`src/rtl/pid_term_calc.sv`:
```
// PID term calculator: turns one (setpoint, measurement) sample into ik, pk, dk.
// One shared signed multiplier is sequenced through the P, I and D products.
module pid_term_calc #(
    parameter int N    = 23,
    parameter int FRAC = 10
) (
    input  logic                clk,
    input  logic                reset,
    input  logic                start,
    input  logic                clr_int,
    input  logic signed [N-1:0] r,
    input  logic signed [N-1:0] y,
    input  logic signed [N-1:0] kp,
    input  logic signed [N-1:0] ki,
    input  logic signed [N-1:0] kd,
    output logic signed [N-1:0] ik,
    output logic signed [N-1:0] pk,
    output logic signed [N-1:0] dk,
    output logic                busy,
    output logic                done
);

    localparam logic signed [N-1:0] MAXV = {1'b0, {(N-1){1'b1}}};
    localparam logic signed [N-1:0] MINV = {1'b1, {(N-1){1'b0}}};

    typedef enum logic [2:0] {
        IDLE, CALC, MUL_P, MUL_I, MUL_D, DONE
    } state_t;

    state_t state;

    logic signed [N-1:0] r_q, y_q, kp_q, ki_q, kd_q;
    logic signed [N-1:0] e, dy, p_int, i_acc, y_prev;
    logic                first;

    logic signed [N-1:0]   mul_a, mul_b, mul_sat;
    logic signed [2*N-1:0] prod;

    // Clamp an N+1 bit sum/difference into N bits.
    function automatic logic signed [N-1:0] sat_w(input logic signed [N:0] x);
        if (x[N] != x[N-1])
            sat_w = x[N] ? MINV : MAXV;
        else
            sat_w = x[N-1:0];
    endfunction

    // Rescale a full product by FRAC (floor) and clamp into N bits.
    function automatic logic signed [N-1:0] sat_p(input logic signed [2*N-1:0] p);
        logic signed [2*N-1:0] s;
        s = p >>> FRAC;
        if (&s[2*N-1:N-1] || ~|s[2*N-1:N-1])
            sat_p = s[N-1:0];
        else
            sat_p = s[2*N-1] ? MINV : MAXV;
    endfunction

    // Route the operands of the current product phase to the shared multiplier.
    always_comb begin
        mul_a = kp_q;
        mul_b = y_q;
        case (state)
            MUL_I: begin
                mul_a = ki_q;
                mul_b = e;
            end
            MUL_D: begin
                mul_a = kd_q;
                mul_b = dy;
            end
            default: begin
                mul_a = kp_q;
                mul_b = y_q;
            end
        endcase
    end

    assign prod    = {{N{mul_a[N-1]}}, mul_a} * {{N{mul_b[N-1]}}, mul_b};
    assign mul_sat = sat_p(prod);

    // Sequencer and datapath; the term set is loaded as one so it never mixes.
    always_ff @(posedge clk or negedge reset) begin
        if (!reset) begin
            state  <= IDLE;
            r_q    <= '0;
            y_q    <= '0;
            kp_q   <= '0;
            ki_q   <= '0;
            kd_q   <= '0;
            e      <= '0;
            dy     <= '0;
            p_int  <= '0;
            i_acc  <= '0;
            y_prev <= '0;
            first  <= 1'b1;
            ik     <= '0;
            pk     <= '0;
            dk     <= '0;
            busy   <= 1'b0;
            done   <= 1'b0;
        end else begin
            case (state)
                IDLE, DONE: begin
                    done <= 1'b0;
                    if (start) begin
                        r_q   <= r;
                        y_q   <= y;
                        kp_q  <= kp;
                        ki_q  <= ki;
                        kd_q  <= kd;
                        busy  <= 1'b1;
                        state <= CALC;
                    end else begin
                        busy  <= 1'b0;
                        state <= IDLE;
                    end
                end
                CALC: begin
                    e  <= sat_w({r_q[N-1], r_q} - {y_q[N-1], y_q});
                    dy <= first ? '0
                                : sat_w({y_q[N-1], y_q} - {y_prev[N-1], y_prev});
                    state <= MUL_P;
                end
                MUL_P: begin
                    p_int <= mul_sat;
                    state <= MUL_I;
                end
                MUL_I: begin
                    i_acc <= sat_w({i_acc[N-1], i_acc} + {mul_sat[N-1], mul_sat});
                    state <= MUL_D;
                end
                MUL_D: begin
                    ik     <= i_acc;
                    pk     <= p_int;
                    dk     <= mul_sat;
                    y_prev <= y_q;
                    first  <= 1'b0;
                    done   <= 1'b1;
                    state  <= DONE;
                end
                default: state <= IDLE;
            endcase
            if (clr_int)
                i_acc <= '0;
        end
    end

endmodule

```
`config.mk`:
```
export PLATFORM = sky130hd
export DESIGN_NAME = pid_term_calc
export DESIGN_NICKNAME = d
export VERILOG_FILES = /design/src/rtl/pid_term_calc.sv
export SDC_FILE = /design/constraint.sdc
export NUM_CORES = 2
export LEC_CHECK = 0
export CAP_MARGIN = 40
export CORE_MARGIN = 8
export CORE_UTILIZATION = 40
export DETAILED_ROUTE_END_ITERATION = 10
export GPL_TIMING_DRIVEN = 0
export SLEW_MARGIN = 20
export SYNTH_ARGS = -nofsm -noshare
export SYNTH_HDL_FRONTEND = slang
export SYNTH_SLANG_ARGS = --single-unit
```
`constraint.sdc`:
```
create_clock -name clk -period 13.6 [get_ports clk]
set_clock_uncertainty 0.15 [all_clocks]
set_input_delay 1.36 -clock clk [delete_from_list [all_inputs] [get_ports clk]]
set_output_delay 1.36 -clock clk [all_outputs]
set_load 0.01 [all_outputs]
```
==> run_results.csv <==
group,metric,value,unit
timing,hold_violations,0,
critical_path,cp-end-kind,"flop",
floorplan,start_util,0.402,
drt,viasPerCell,5.35,
place,hpwl,103000,um
floorplan,die_w,316,um
logic_synthesis,synth_warnings,0,
global_routing,track_usage,0.253,
cts,clk_pin_slew,0.06,ns
logic_synthesis,ys_seq_area_frac,0.212,
cts,cts_tree,"done",
global_routing,grt_max_degree,97,
cts,cts.sinks,305,
logic_synthesis,synth.most_common_cell,"inv_1",
cts,cts.root.buffer_cell,"clkbuf_16",
place,port_buffers,189,
drt,first_pass_iters,5,
critical_path,critical_path_class,"flop to flop",
logic_synthesis,synth_top_area_cell,"fa_1",
timing,fin_hold_ws,0.323,ns
floorplan,die_h,316,um
logic_synthesis,synth_commonest_cells,"inv_1, nand2_1, fa_1, nor2_1, dfrtp_1",
drt,wl_per_cell,22.8,um
drt,wirelength,124000,um
critical_path,worst_path_most_repeated_cell,"fa_1",
timing,setup_viol,0,
cts,h-tree-depth,2,
layout,area_growth_syn_to_layout,17.2,%
logic_synthesis,syn_inst,3982,
critical_path,start_kind,"flop",
logic_synthesis,synth.area.top_cells,"fa_1, dfrtp_1, inv_1",
layout,drive_above_1_share,0.117,
logic_synthesis,ys_ff_latch,305,
timing,fmax,0.0764,GHz
global_routing,grt_pass1_vias,30700,
outcome,status,"finished, final reports clean",
logic_synthesis,synthFlopType,"dfrtp_1",
logic_synthesis,synth_top_area_frac,0.316,
global_routing,antenna_found_initial,0,
logic_synthesis,synth_edf_count,0,
floorplan,rows,110,
cts,cts_buffer_depth,3,
critical_path,arrival,13.35,ns
place,place_congestion,1.03,
timing,fin_tns_setup,0,ns
timing,period_minus_slack,13.09,ns
floorplan,num_io_pins,190,
layout,fill_cells,8667,
logic_synthesis,synthesis.area,35900,um^2
drt,ant_nets,0,
cts,hold_buffers,0,
drt,vias,29200,
logic_synthesis,synth_cell_type_count,90,
drt,drt_iter0_drc,2624,
place,post-place-cells,5385,
critical_path,cp_slowest_cell,"fa_1",
layout,num-nets-final,5130,
logic_synthesis,synthArstFlopShare,1.00,
timing,slew_violations,0,
timing,maxSlewHeadroom,0.371,
global_routing,grt_pass1_wl,192000,um
critical_path,cpPeakStageDelay,0.60,ns
min_path,hold_class,"flop to flop",
critical_path,critPathRequiredTime,13.86,ns
cts,clk-insertion-delay-late,0.54,ns
critical_path,crit_fanout,10,
floorplan,fp.coreArea,89500,um^2
cts,cts_made_buffers,35,
drt,drc,0,
logic_synthesis,syn_nets,4859,
floorplan,die_area,99700,um^2
global_routing,grt_overflow,0,
logic_synthesis,syn_avg_cell_area,9.02,um^2
timing,layout_worst_path_cycle_share,0.962,
layout,antenna_cells,0,
layout,finalNonFillerCells,5455,
timing,tightestPinTransition,0.943,ns
job,drv_cap,0,
layout by cell type (no fill, tap or decap), types with 37 or more instances in the layout:
cell	n
a21o_1	44
a21oi_1	159
a21oi_2	37
buf_4	51
clkbuf_1	68
clkbuf_16	37
clkdlybuf4s50_1	188
dfrtp_1	303
fa_1	555
ha_1	181
inv_1	689
mux2_2	91
nand2_1	624
nor2_1	364
nor3_1	41
o211ai_1	44
o21ai_0	118
xnor2_1	65
per-stage QoR:
stage | area [um^2] | utilization | setup WS (ns)
floorplan | 35900 | - | 1.16
global placement | 39300 | 0.439 | -2.98
detailed placement | 39800 | 0.445 | -2.60
CTS | 41500 | 0.464 | 0.00598
global route | 42100 | 0.470 | -0.0373
finish | 42100 | 0.470 | 0.510
worst max-delay path: cells and delay by family, from the launching register on:
family / cells / cell delay [ns]
AOI/OAI and AO/OA: 17 / 3.97
xor gates and xnor gates: 1 / 0.20
muxes: 1 / 0.35
DFF: 1 / 0.45
buffers and inverters: 10 / 1.54
and+or+nand+nor: 11 / 2.01
adders and majority gates: 9 / 4.25
final cells by class:
type                            count  area (um^2)  share of cell area
Buffer                            168         1020              0.0241
Clock buffer                       53         1060              0.0251
Clock inverter                     10          101             0.00241
Inverter                          693         2600              0.0618
Multi-Input combinational cell   2793        25600               0.608
Sequential cell                   305         7630               0.181
Tap cell                         1176         1470              0.0350
Timing Repair Buffer              257         2630              0.0624
timing repair:
action | CTS | global route
pin swaps | 8 | 20
buffers inserted | 7 | 22
endpoints found under the setup margin | 23 | 23
gates resized for setup | 192 | 161
per-layer routing:
| layer | track usage | vias to the layer above | share of wire |
|---|---|---|---|
| met1 | 0.362 | 14900 | 0.44 |
| li1 | - | 13000 | - |
| met4 | 0.0739 | 0 | 0.032 |
| met3 | 0.0588 | 199 | 0.087 |
| met2 | 0.383 | 1117 | 0.44 |
| met5 | 0 | - | 0 |
kinds of logic (layout without fill, tap and decap cells):
logic type | after synthesis | in the layout | share of synthesized area
DFF | 305 | 305 | 0.212
AOI/OAI and AO/OA | 641 | 641 | 0.116
muxes | 93 | 93 | 0.0291
xor gates and xnor gates | 100 | 100 | 0.0244
buffers and inverters | 884 | 1181 | 0.0941
and+or+nand+nor | 1196 | 1196 | 0.140
adders and majority gates | 763 | 763 | 0.384
path summary, 6_finish.rpt:
kind,startpoint,endpoint,cells past startpoint,slack [ns]
min reg2reg,ik[18]$_DFFE_PN0N_,ik[18]$_DFFE_PN0N_,2,0.32
max in group asynchronous,reset,ki_q[17]$_DFFE_PN0P_,3,11.44
max,state[2]$_DFF_PN0_,i_acc[5]$_DFFE_PN0P_,49,0.51
max reg2reg,state[2]$_DFF_PN0_,i_acc[5]$_DFFE_PN0P_,49,0.51
min in group asynchronous,reset,ik[14]$_DFFE_PN0N_,1,0.57
min,ik[18]$_DFFE_PN0N_,ik[18]$_DFFE_PN0N_,2,0.32
Power is not shown: default switching activity piles up to over one toggle a cycle in this logic, so the estimate is an artifact.
